--- config.mk ---
export PLATFORM = sky130hd
export DESIGN_NAME = cpu_run_sequencer
export DESIGN_NICKNAME = d
export VERILOG_FILES = /design/src/rtl/cpu_run_sequencer.sv
export SDC_FILE = /design/constraint.sdc
export NUM_CORES = 1
export LEC_CHECK = 0
export CAP_MARGIN = 5
export CORE_AREA = 2 2 103 114
export CTS_CLUSTER_DIAMETER = 100
export DETAILED_ROUTE_END_ITERATION = 10
export DIE_AREA = 0 0 105 116
export DONT_BUFFER_PORTS = 1
export GPL_TIMING_DRIVEN = 0
export PLACE_DENSITY_LB_ADDON = 0.08
export SLEW_MARGIN = 40
export SYNTH_ARGS = -nofsm -noshare
export SYNTH_HDL_FRONTEND = slang
export SYNTH_SLANG_ARGS = --single-unit
export TNS_END_PERCENT = 20
--- constraint.sdc ---
create_clock -name clock -period 2.7 [get_ports clock]
set_clock_uncertainty 0.1 [all_clocks]
set_input_delay 0.54 -clock clock [delete_from_list [all_inputs] [get_ports clock]]
set_output_delay 0.54 -clock clock [all_outputs]
set_load 0.03 [all_outputs]
--- src/rtl/cpu_run_sequencer.sv ---
// cpu_run_sequencer
//   Run controller between the top-level bench and the MIPS CPU. Issues an
//   active-low reset pulse to the CPU, then enables execution. It counts the
//   RUN cycles and stops either when the PC has stayed unchanged for
//   HALT_STABLE consecutive cycles (halt) or when MAX_CYCLES is reached
//   (timeout). If halt and timeout land in the same cycle, halt wins.
//
//   Ports:
//     clock        system clock, rising edge
//     reset        synchronous active-high reset
//     start        one-cycle request to begin a reset+run sequence
//     pc           CPU program counter, sampled every RUN cycle
//     cpu_reset_n  active-low reset to the CPU (low only in RESET)
//     cpu_run      CPU clock enable (high only in RUN)
//     busy         high in RESET and RUN
//     done         high in DONE
//     timeout      valid while done: 1 = MAX_CYCLES reached, 0 = halt
//     cycle_count  number of RUN cycles executed
//     final_pc     PC sampled in the last RUN cycle
//
//   Optional build macro RUN_TRACE_EN adds:
//     trace_valid  one-cycle pulse after a RUN cycle (k>1) whose PC changed
//     trace_pc     the new PC for that pulse
//     change_count number of PC changes in the current run
//
//   state  | meaning
//   IDLE   | waiting for start, CPU held out of reset but not running
//   RESET  | cpu_reset_n low for RST_CYCLES cycles
//   RUN    | CPU enabled, halt/timeout monitored
//   DONE   | run finished, results held until the next start
module cpu_run_sequencer #(
  parameter int PC_WIDTH    = 32,
  parameter int CNT_WIDTH   = 16,
  parameter int RST_CYCLES  = 1,
  parameter int MAX_CYCLES  = 6,
  parameter int HALT_STABLE = 2
) (
  input  logic                 clock,
  input  logic                 reset,
  input  logic                 start,
  input  logic [PC_WIDTH-1:0]  pc,
  output logic                 cpu_reset_n,
  output logic                 cpu_run,
  output logic                 busy,
  output logic                 done,
  output logic                 timeout,
  output logic [CNT_WIDTH-1:0] cycle_count,
  output logic [PC_WIDTH-1:0]  final_pc
`ifdef RUN_TRACE_EN
  ,
  output logic                 trace_valid,
  output logic [PC_WIDTH-1:0]  trace_pc,
  output logic [CNT_WIDTH-1:0] change_count
`endif
);

  localparam int RW = (RST_CYCLES > 1) ? $clog2(RST_CYCLES) : 1;

  typedef enum logic [1:0] {
    S_IDLE  = 2'd0,
    S_RESET = 2'd1,
    S_RUN   = 2'd2,
    S_DONE  = 2'd3
  } state_t;

  state_t state, state_nxt;

  logic [RW-1:0]        rst_cnt;
  logic [PC_WIDTH-1:0]  prev_pc;
  logic [CNT_WIDTH-1:0] stable_cnt;

  logic [CNT_WIDTH-1:0] run_k;
  logic [CNT_WIDTH-1:0] stable_nxt;
  logic                 first_run;
  logic                 pc_same;
  logic                 halt;
  logic                 tmo;
  logic                 rst_last;
  logic                 launch;

  always_ff @(posedge clock) begin
    if (reset) state <= S_IDLE;
    else       state <= state_nxt;
  end

  always_comb begin
    // cycle_count is cleared on launch, so it holds k-1 during RUN cycle k
    run_k       = cycle_count + CNT_WIDTH'(1);
    first_run   = (cycle_count == '0);
    pc_same     = (pc == prev_pc);
    stable_nxt  = (!first_run && pc_same) ? stable_cnt + CNT_WIDTH'(1) : '0;
    halt        = (stable_nxt == CNT_WIDTH'(HALT_STABLE));
    tmo         = (run_k == CNT_WIDTH'(MAX_CYCLES));
    rst_last    = (rst_cnt == '0);
    launch      = 1'b0;
    state_nxt   = state;
    cpu_reset_n = 1'b1;
    cpu_run     = 1'b0;
    busy        = 1'b0;
    done        = 1'b0;
    case (state)
      S_IDLE: begin
        if (start) begin
          launch    = 1'b1;
          state_nxt = S_RESET;
        end
      end
      S_RESET: begin
        cpu_reset_n = 1'b0;
        busy        = 1'b1;
        if (rst_last) state_nxt = S_RUN;
      end
      S_RUN: begin
        cpu_run = 1'b1;
        busy    = 1'b1;
        if (halt || tmo) state_nxt = S_DONE;
      end
      S_DONE: begin
        done = 1'b1;
        if (start) begin
          launch    = 1'b1;
          state_nxt = S_RESET;
        end
      end
      default: state_nxt = S_IDLE;
    endcase
  end

  always_ff @(posedge clock) begin
    if (reset) begin
      cycle_count <= '0;
      final_pc    <= '0;
      timeout     <= 1'b0;
      prev_pc     <= '0;
      stable_cnt  <= '0;
      rst_cnt     <= '0;
    end else if (launch) begin
      cycle_count <= '0;
      final_pc    <= '0;
      timeout     <= 1'b0;
      stable_cnt  <= '0;
      // down-counter: RESET ends when it reaches zero
      rst_cnt     <= RW'(RST_CYCLES - 1);
    end else if (state == S_RESET) begin
      if (!rst_last) rst_cnt <= rst_cnt - RW'(1);
    end else if (state == S_RUN) begin
      cycle_count <= run_k;
      final_pc    <= pc;
      prev_pc     <= pc;
      stable_cnt  <= stable_nxt;
      if (halt)     timeout <= 1'b0;
      else if (tmo) timeout <= 1'b1;
    end
  end

`ifdef RUN_TRACE_EN
  always_ff @(posedge clock) begin
    if (reset) begin
      trace_valid  <= 1'b0;
      trace_pc     <= '0;
      change_count <= '0;
    end else begin
      trace_valid <= 1'b0;
      if (launch) begin
        change_count <= '0;
      end else if (state == S_RUN && !first_run && !pc_same) begin
        trace_valid  <= 1'b1;
        trace_pc     <= pc;
        change_count <= change_count + CNT_WIDTH'(1);
      end
    end
  end
`endif

endmodule

# After elaboration in Yosys (flattened, before gate mapping)
# Index checks and enable logic that the tools add are counted.
# op_classes
n_addsub	3
eq_ne	9
mux	14
n_bitwise	2
n_reduce_logical	13
# ops
cell	count
16-bit by 1-bit adder with 16-bit output, second input constant	2
32-bit == test	1
16-bit by 2-bit == test with 1-bit output, second input constant	1
16-bit by 3-bit == test with 1-bit output, second input constant	1
16-bit zero test	1
16-bit two-way mux	1
1-bit two-way mux	9
3-bit AND reduction	3
2-bit two-way mux	3
2-bit case mux with 3 select lines	1
2-bit OR reduction	3
2-bit == test, second input constant	2
2-bit inequality test, second input constant	2
2-bit by 1-bit == test with 1-bit output, second input constant	1
2-bit zero test	1
2-bit by 1-bit inequality test with 1-bit output, second input constant	1
1-bit NOT	2
2-bit AND reduction	1
2-bit nonzero test	1
1-bit logical AND	1
1-bit zero test	1
1-bit logical OR	1
1-bit subtractor, second input constant	1
# word_totals
regBits	100
output_inout_bits	53
elab_cells	48

# Longest topological paths before layout
# Gate-level depths: netlist (run 1).
# depth
depth_word	8
mapped_depth	9

# Least setup slack after synthesis (run 1)
# OpenSTA, ideal clock, no wires.
# synth_timing
path_kind	register -> register
start	register cycle_count[2]
end	register state[0]
arrival_ns	2.469
t_required_ns	2.477
path_slack_ns	0.008
path_stages_with_launch	10
path_buffers	2
period_less_slack_ns	2.692
path_cell_list	dfxtp_1 clkbuf_1 and3_1 clkbuf_1 xnor2_1 a22oi_1 or3_1 o31a_1 a2bb2oi_2 mux2_1
# synth_between
elab_chain_cells	8
# synth_rtl
element	line	text
start, declared	47	output logic [CNT_WIDTH-1:0] cycle_count,
start signal, assigned	147	cycle_count <= run_k;
branches (longest 5 deep; another with 16-bit by 1-bit adder with 16-bit output)	n/a	
1-bit logical OR *	116	if (halt || tmo) state_nxt = S_DONE;
2-bit inequality test (no source line) *	n/a	
3-bit AND reduction (no source line) *	n/a	
end signal, assigned	83	else state <= state_nxt;
end, declared	66	state_t state, state_nxt;
# Mark *: on every way between the ends.
# A chain may end at the register's enable or synchronous reset.

# Final worst setup path (run 1)
# layout_timing
start	register cycle_count[0]
end	register state[0]
# The elaborated chain is that of the path after synthesis.

==> results.ini, run 1 <==
[sta]
slew_violations=0
rsz0062_at_grt=true
report.final.hold_viol_count=0
setup_viol=0
fin_crit_ns=2.69
fmax_mhz=371
fin_setup_tns_ns=0
timing.hold.ws_ns=0.248
slew_headroom_pct=58.0
period_share_pct=99.7
worstMarginPinSlew_ns=0.630

[grt]
antenna_found_initial=0
grt_util_met1_pct=24.3
grt.total_usage_pct=20.3
grt_max_degree=18
busiest_layer=met2
grt_use_met2_pct=34.1
grt_pass1_wl_mm=19.3
grt_pass1_vias=3720
grt_util_met3_pct=6.52
overflow=0

[logic_synthesis]
syn_nets=611
avgSynthCellArea_sq_um=7.98
synth_seq_cells=99
async_flop_share_pct=0
muxShareOfSynthArea_pct=0.690
synth_xor_area_share_pct=9.08
synth_ff_type=dfxtp_1
synth_top_family_by_area=simple AND/OR/NAND/NOR gates
syn-cell-area_sq_um=4530
synthDistinctLibCells=43
ys_warn_count=0
synth_compound_area_share_pct=14.3
synth_fa_ha_area_share_pct=2.21
syn_inst=568
synth-simple-area-share_pct=26.5
synth_edf_count=0
synth_seq_area_share_pct=43.7

[power]
seqPwrFrac_pct=45.6
p_sw_w=0.00155
comb_power_share_pct=24.6
clockPowerShare_pct=29.8
p_int_w=0.00257
vdd_drop_max_v=0.000380
leakagePower_nw=1.84
pwr_density_cell_nw_per_um2=800
power_switching_share_pct=37.7

[drt]
ant_nets=0
drtPass1Iterations=5
wl_mm=12.1
drtIter0Drc=142
wl_per_cell_um=16.5
vias=3973
drc=0
viasPerCell=5.41

[setup_path]
reg2reg_from=cycle_count[0]$_SDFFE_PP0P_
crit_family=compound AO/OA/AOI/OAI gates
crit_path_cell_trace=ha_2, nand2_1, o21ai_0, a31oi_1, or3_1, o31a_1, a2bb2oi_2, mux2_1
cp_slowest_cell=dfxtp_2
critPathMaxStageDelay_ns=0.49
cp_max_fo=6
cp-start-kind=register
crit_buf_inv=0
crit_arrival_ns=2.83
path_depth=8
startpoint=cycle_count[0]$_SDFFE_PP0P_
cp-end-kind=register
rrSetupSlack_ns=0.008
path_class=reg -> reg
timing.rr.end=state[0]$_SDFFE_PP0P_
cp_data_required_time_ns=2.84
crit_end=state[0]$_SDFFE_PP0P_
r2r.worst_path.cells=8

[clocking]
clock_latency_ns=0.35
ctsRootBufferMaster=clkbuf_16
path_clk_slew_ns=0.07
clock_path_buffers=2
cts_hold_buf=0
htree_levels=3
cts_tree=built
clock_sinks=99
cts_made_buffers=9

[floorplanning]
fp-row-count=40
dieWidth_um=105
die_area_sq_um=12200
die_y_um=116
start_util_pct=41.5
pin_count=88
core-area_sq_um=10900

[finish]
final_cells=735
regArea_sq_um=2000
nNetsFinal=626
layout-drive-gt1-share_pct=10.4
multi_input_area_sq_um=2480
fill_cells=1134
syn_to_final_growth_pct=13.6
n_antenna_cell=0

[run]
cap_violations=0

[place]
dp_hpwl_mm=8.79
portBuffers=0
place.gp.congestion=0.794
dp.cells=715

[worst_hold_path]
hold_class=in -> reg

[run_status]
outcome=complete, no violations

-- power by group through the flow --
stage,clock network [W],logic (W),registers (W)
2_1_floorplan,0,0.000725,0.00188
3_3_place_gp,0,0.000989,0.00191
3_5_place_dp,0,0.00100,0.00191
4_1_cts,0.00126,0.00102,0.00188
5_1_grt,0.00131,0.00114,0.00190
6_report,0.00123,0.00101,0.00188
-- cells in the mapped netlist (all sizes together), types with 2 or more instances --
| library cell | n | area (sq um) |
|---|---|---|
| ha | 8 | 100 |
| nand2 | 124 | 465 |
| a21oi | 86 | 430 |
| and2 | 3 | 18.8 |
| mux2i | 2 | 20.0 |
| nand4 | 12 | 75.1 |
| xnor2 | 4 | 35.0 |
| or4 | 10 | 75.1 |
| and4 | 2 | 17.5 |
| inv | 8 | 30.0 |
| nand3 | 16 | 85.1 |
| buf | 7 | 30.0 |
| and3 | 9 | 56.3 |
| o21ai | 17 | 85.1 |
| a31oi | 3 | 18.8 |
| nand4b | 5 | 43.8 |
| dfxtp | 99 | 1980 |
| nor4b | 2 | 17.5 |
| nor3 | 7 | 40.0 |
| clkbuf | 26 | 97.6 |
| nor2 | 33 | 124 |
| nor4 | 13 | 87.6 |
| or2 | 2 | 12.5 |
| or3 | 12 | 75.1 |
| xor2 | 43 | 377 |
| a211o | 4 | 35.0 |
-- routing by layer --
layer / wire length (um) / share of wire [%]
met1: 5330 / 44
met2: 5770 / 48
met3: 807 / 6.7
met4: 195 / 1.6
met5: 0 / 0
-- kinds of logic (layout without fill, tap and decap cells) --
family	count (synthesis)	after routing
multiplexers	3	3
adder cells (fa/ha/maj)	8	8
AND/OR/NAND/NOR	251	251
XOR/XNOR	47	47
buffers and inverters	41	61
AO/OA/AOI/OAI	119	119
flip-flops	99	99
-- flip-flops by register name, indices dropped and copies added (netlist names) --
| signal | flops |
|---|---|
| cycle_count | 16 |
| state | 2 |
| stable_cnt | 16 |
| prev_pc | 32 |
| timeout | 1 |
| final_pc | 32 |
-- placed cells by master (no fill, tap or decap), types with 3 or more instances in the layout --
cell type | synthesis | routed
nand2_1 | 124 | 123
a21oi_1 | 86 | 86
dfxtp_1 | 99 | 86
xor2_1 | 43 | 43
nor2_1 | 33 | 33
clkbuf_1 | 26 | 20
o21ai_0 | 17 | 17
nand3_1 | 15 | 14
nand4_1 | 12 | 12
dfxtp_2 | 0 | 12
or3_1 | 12 | 11
or4_1 | 10 | 10
clkbuf_16 | 0 | 9
and3_1 | 9 | 8
inv_1 | 7 | 7
buf_4 | 0 | 7
nor3_1 | 6 | 6
nor4_1 | 12 | 6
ha_1 | 8 | 6
clkbuf_2 | 0 | 5
nand4b_1 | 5 | 5
nor4_2 | 1 | 5
buf_1 | 4 | 4
a211o_1 | 4 | 4
xnor2_1 | 4 | 4
a31oi_1 | 3 | 3
-- what timing repair did --
item,in CTS,in global routing
buffers inserted,2,4
pin swaps,3,4
endpoints found under the setup margin,26,56
resized for setup,25,14
-- through the flow --
| stage | util, % | setup WS [ns] | instance area (sq um) | power [W] |
|---|---|---|---|---|
| finish | 47.2 | 0.00800 | 5150 | 0.00412 |
| CTS | 46.6 | -0.0135 | 5090 | 0.00416 |
| detailed placement | 43.2 | -0.379 | 4720 | 0.00292 |
| global placement | 43.2 | -0.427 | 4720 | 0.00290 |
| floorplan | - | 0.00770 | 4530 | 0.00261 |
| global route | 47.2 | -0.108 | 5150 | 0.00435 |
-- worst min path at each step --
stage	startpoint	end	slack, ns	cells after the start
2_1_floorplan	prev_pc[26]$_SDFFE_PP0P_	prev_pc[26]$_SDFFE_PP0P_	0.35	2
3_3_place_gp	prev_pc[26]$_SDFFE_PP0P_	prev_pc[26]$_SDFFE_PP0P_	0.36	2
3_5_place_dp	prev_pc[26]$_SDFFE_PP0P_	prev_pc[26]$_SDFFE_PP0P_	0.37	2
4_1_cts	pc[19]	prev_pc[19]$_SDFFE_PP0P_	0.24	2
5_1_grt	pc[19]	prev_pc[19]$_SDFFE_PP0P_	0.24	2
6_report	pc[19]	prev_pc[19]$_SDFFE_PP0P_	0.25	2
-- layout make-up --
class                   count  area share, %
plain buffers              31           2.50
clock buffers              10           4.45
clock inverters             6          0.948
inverters                   8          0.583
multi-input cells         428           48.2
flip-flops and latches     99           38.9
well taps                 147           3.57
repair buffers              6          0.875
No activity file was read; power rests on OpenSTA's default activity.
==> run 2, diff against run 1 <==
--- a/config.mk
+++ b/config.mk
@@ -17,4 +17,3 @@
 export SYNTH_ARGS = -nofsm -noshare
 export SYNTH_HDL_FRONTEND = slang
 export SYNTH_SLANG_ARGS = --single-unit
-export TNS_END_PERCENT = 20
==> run 2 against run 1 <==
Effect of this change: total power increased by 0.26%; hold slack got worse by 0.0026 ns; fmax decreased by 0.17%; largest cell class unchanged; critical path type unchanged; critical path depth decreased by 1; largest power group unchanged; via count increased by 0.65%.
==> results.ini, run 2 (same netlist as run 1, synthesis figures left out) <==
[sta]
fin_crit_ns=2.70
finalWorstSetupSlack_ns=0.00330
setup_viol=0
report.final.hold_viol_count=0
fmax_mhz=371
period_share_pct=99.9
rsz0062_at_grt=true
slew_headroom_pct=57.4
worstMarginPinSlew_ns=0.639
timing.hold.ws_ns=0.245
slew_violations=0

[power]
seqPwrFrac_pct=45.5
vdd_drop_max_v=0.000380
leakagePower_nw=1.87
pwr_density_cell_nw_per_um2=793
finalPower_w=0.00413
clockPowerShare_pct=29.9
p_sw_w=0.00156
power_switching_share_pct=37.9
p_int_w=0.00256
comb_power_share_pct=24.6

[floorplanning]
fp-row-count=40
core-area_sq_um=10900
start_util_pct=41.5
dieWidth_um=105
die_y_um=116
pin_count=88
die_area_sq_um=12200

[drt]
drtPass1Iterations=4
drtIter0Drc=154
wl_mm=12.2
viasPerCell=5.42
ant_nets=0
wl_per_cell_um=16.6
drc=0
vias=3999

[place]
dp_slack_ns=-0.379
place.gp.congestion=0.794
dp_hpwl_mm=8.79
portBuffers=0
place_area_sq_um=4720

[finish]
layout_common_cells=nand2_1, a21oi_1, dfxtp_1, xor2_1, nor2_1
nNetsFinal=629
stdcell_area_sq_um=5210
largestRegisters=final_pc (32), prev_pc (32)
n_antenna_cell=0
syn_to_final_growth_pct=14.9
fill_cells=1126
layout-drive-gt1-share_pct=11.7
utilization_pct=47.7
final_common_cell=nand2_1

[grt]
grt_max_degree=18
antenna_found_initial=0
grt_pass1_vias=3720
grt_pass1_wl_mm=19.3
grt.total_usage_pct=20.3
overflow=0

[setup_path]
cp_slowest_cell=or4_4
crit_family=simple AND/OR/NAND/NOR gates
cp_data_required_time_ns=2.84
crit_arrival_ns=2.84
cp_max_fo=6
cp-end-kind=register
critPathMaxStageDelay_ns=0.50
crit_path_cell_trace=xor2_2, nor4_2, nand4_1, or3_4, or4_4, a2bb2oi_2, mux2_1
cp-start-kind=register
path_class=reg -> reg
crit_buf_inv=0

[run_status]
outcome=complete, no violations

[worst_hold_path]
hold_class=in -> reg

[clocking]
clock_sinks=99
ctsRootBufferMaster=clkbuf_16
cts_tree=built
path_clk_slew_ns=0.07
clock_path_buffers=2
clock_latency_ns=0.36
cts_made_buffers=9
htree_levels=3

[run]
cap_violations=0

run 2: stage by stage:
stage / instances / TNS, ns
3_5_place_dp: 715 / -3.48
4_1_cts: 731 / -0.0135
6_report: 738 / 0
2_1_floorplan: 568 / 0
3_3_place_gp: 715 / -3.74
5_1_grt: 738 / -0.0602
run 2: final cells by class:
type,count,area (sq um),share of cell area (%)
plain buffers,31,129,2.47
clock buffers,10,229,4.40
clock inverters,6,48.8,0.937
inverters,8,30.0,0.577
multi-input cells,428,2510,48.1
flip-flops and latches,99,2010,38.7
well taps,147,184,3.53
repair buffers,9,67.6,1.30
run 2: path summary, 6_finish.rpt:
check | cells past startpoint | slack, ns | to | start
setup / recovery | 7 | 0.003 | state[0]$_SDFFE_PP0P_ | prev_pc[22]$_SDFFE_PP0P_
hold reg to reg | 2 | 0.38 | prev_pc[26]$_SDFFE_PP0P_ | prev_pc[26]$_SDFFE_PP0P_
hold / removal | 2 | 0.25 | prev_pc[19]$_SDFFE_PP0P_ | pc[19]
setup reg to reg | 7 | 0.003 | state[0]$_SDFFE_PP0P_ | prev_pc[22]$_SDFFE_PP0P_
run 2: layer usage:
metal	GRT usage [%]	vias up	share of wire (%)
met5	0	-	0
met4	8.18	0	1.4
met3	6.52	9	6.6
met2	34.1	99	48
met1	24.3	1885	44
li1	-	2006	-
run 2: repair_timing:
| action | in CTS | in global routing |
|---|---|---|
| resized for setup | 25 | 25 |
| pin swaps | 3 | 8 |
| buffers inserted | 2 | 7 |
| hold buffers | 0 | 0 |
| endpoints found under the setup margin | 26 | 56 |
run 2: power by group through the flow:
stage / sequential [W] / clock [W] / combinational, W
2_1_floorplan: 0.00188 / 0 / 0.000725
3_3_place_gp: 0.00191 / 0 / 0.000989
3_5_place_dp: 0.00191 / 0 / 0.00100
4_1_cts: 0.00188 / 0.00126 / 0.00102
5_1_grt: 0.00190 / 0.00131 / 0.00114
6_report: 0.00188 / 0.00124 / 0.00101
run 2: worst reg2reg max path: cells and delay by family, from the launching register on:
kind	cells	cell delay (ns)
AOI/OAI and AO/OA	1	0.17
xor gates and xnor gates	1	0.17
DFF	1	0.34
muxes	1	0.32
and+or+nand+nor	4	1.48
==> run 3, diff against run 2 <==
--- a/config.mk
+++ b/config.mk
@@ -6,10 +6,10 @@
 export NUM_CORES = 1
 export LEC_CHECK = 0
 export CAP_MARGIN = 5
-export CORE_AREA = 2 2 103 114
+export CORE_AREA = 2 2 88 133
 export CTS_CLUSTER_DIAMETER = 100
 export DETAILED_ROUTE_END_ITERATION = 10
-export DIE_AREA = 0 0 105 116
+export DIE_AREA = 0 0 90 135
 export DONT_BUFFER_PORTS = 1
 export GPL_TIMING_DRIVEN = 0
 export PLACE_DENSITY_LB_ADDON = 0.08
==> run 3 against run 2 <==
Effect of this change: the flow now finishes with violations (negative setup slack); sequential share of layout area decreased by 0.19 points; utilization increased by 0.12 points; via count decreased by 0.43%; setup slack got worse by 0.027 ns; critical path type unchanged; highest routed layer unchanged.
==> results.ini, run 3 (same netlist as run 1, synthesis figures left out) <==
[run_status]
outcome=finished with violations
violations=negative setup slack

[clocking]
clock_sinks=99
clock_path_buffers=2
path_clk_slew_ns=0.07
clock_latency_ns=0.35
cts_made_buffers=9
htree_levels=3
ctsRootBufferMaster=clkbuf_16
cts_tree=built
cts_hold_buf=0

[worst_hold_path]
min_path_cells=2
hold_class=in -> reg
hp-start=pc[25]
min_to=prev_pc[25]$_SDFFE_PP0P_

[grt]
grt.total_usage_pct=20.6
grt_pass1_wl_mm=19.9
grt_max_degree=17
antenna_found_initial=0
overflow=0
grt_pass1_vias=3852

[setup_path]
crit_family=simple AND/OR/NAND/NOR gates
r2r.worst_path.cells=8
critPathMaxStageDelay_ns=0.57
crit_buf_inv=1
path_class=reg -> reg
timing.rr.end=state[0]$_SDFFE_PP0P_
crit_path_cell_trace=nand4_1, buf_4, nor4_4, o21bai_1, a31oi_1, or4_4, a2bb2oi_2, mux2_1
cp-end-kind=register
crit_arrival_ns=2.86
reg2reg_from=stable_cnt[6]$_SDFFE_PP0P_
cp_max_fo=8
cp_slowest_cell=or4_4
rrSetupSlack_ns=-0.02
cp_data_required_time_ns=2.83
cp-start-kind=register

[power]
finalPower_w=0.00419
pwr_density_cell_nw_per_um2=800
vdd_drop_max_v=0.000416
leakagePower_nw=1.86

[drt]
met3_wirelength_um=671
ant_nets=0
vias=3982
wl_per_cell_um=17.1
drtIter0Drc=205
m1WireLength_mm=5.05
drc=0
drtPass1Iterations=4
viasPerCell=5.42
top_layer=met4
wl_mm=12.6
dr_wl_met2_mm=6.66

[place]
portBuffers=0
place.gp.congestion=0.848
dp.cells=715
dp_hpwl_mm=9.10

[finish]
fill_cells=1112
nNetsFinal=627
layout-drive-gt1-share_pct=10.9
n_antenna_cell=0
final_common_cell=nand2_1
layout_common_cells=nand2_1, a21oi_1, dfxtp_1, xor2_1, nor2_1
largestRegisters=final_pc (32), prev_pc (32)
syn_to_final_growth_pct=15.5
final_cells=735

[sta]
slew_violations=0
finalWorstSetupSlack_ns=-0.0232
period_share_pct=101
fmax_mhz=367
report.final.hold_viol_count=0
rsz0062_at_grt=true
worstMarginPinSlew_ns=0.639
slew_headroom_pct=57.4
timing.hold.ws_ns=0.255
setup_viol=1
fin_crit_ns=2.72

[floorplanning]
pin_count=88
die_area_sq_um=12200
start_util_pct=41.4
dieWidth_um=90
die_y_um=135
fp-row-count=47
core-area_sq_um=10900

[run]
cap_violations=0

## run 3: changes by cell type in the layout (fill, tap and decap cells not counted), sizes merged
cell,before,now
buf,16,13
inv,11,9
clkbuf,34,35
bufinv,0,1
## run 3: power by group
group	total (W)	internal [W]	switching [W]	leakage (nW)
clock	0.00129	0.000719	0.000572	0.135
sequential	0.00188	0.00163	0.000252	0.811
combinational	0.00102	0.000301	0.000719	0.916
## run 3: worst max-delay path by stage
| stage | from | cells after the start | to |
|---|---|---|---|
| final | stable_cnt[6]$_SDFFE_PP0P_ | 8 | state[0]$_SDFFE_PP0P_ |
| after global placement | pc[22] | 7 | stable_cnt[10]$_SDFFE_PP0P_ |
| after CTS | stable_cnt[2]$_SDFFE_PP0P_ | 8 | state[0]$_SDFFE_PP0P_ |
| after global routing | state[0]$_SDFFE_PP0P_ | 8 | cycle_count[14]$_SDFFE_PP0P_ |
| after floorplan | cycle_count[2]$_SDFFE_PP0P_ | 9 | state[0]$_SDFFE_PP0P_ |
| after detailed placement | pc[7] | 7 | stable_cnt[10]$_SDFFE_PP0P_ |
## run 3: area by class of cell
cell class	instances	area, sq um	share of cell area [%]
well taps	147	184	3.51
clock buffers	10	229	4.37
plain buffers	31	135	2.58
clock inverters	5	62.6	1.20
inverters	8	30.0	0.574
repair buffers	7	52.6	1.00
flip-flops and latches	99	2010	38.5
multi-input cells	428	2530	48.3
## run 3: through the flow
step	utilization, %	setup TNS, ns	setup slack, ns	instance area, sq um
after floorplan	-	0	0.00770	4530
after global placement	43.1	-3.95	-0.409	4720
after detailed placement	43.1	-4.24	-0.421	4720
after CTS	47.1	-0.0279	-0.0279	5160
after global routing	47.9	-0.181	-0.0926	5240
final	47.9	-0.0232	-0.0232	5240
## run 3: what timing repair did
item | in CTS | in global routing
buffers inserted | 5 | 2
gates resized for setup | 33 | 20
pin swaps | 6 | 5
endpoints found under the setup margin | 16 | 49
## run 3: routing by layer
metal | global-route usage, % | vias to the layer above
met3 | 4.30 | 18
met4 | 7.52 | 0
met5 | 0 | -
met2 | 38.1 | 98
li1 | - | 1996
met1 | 23.3 | 1870
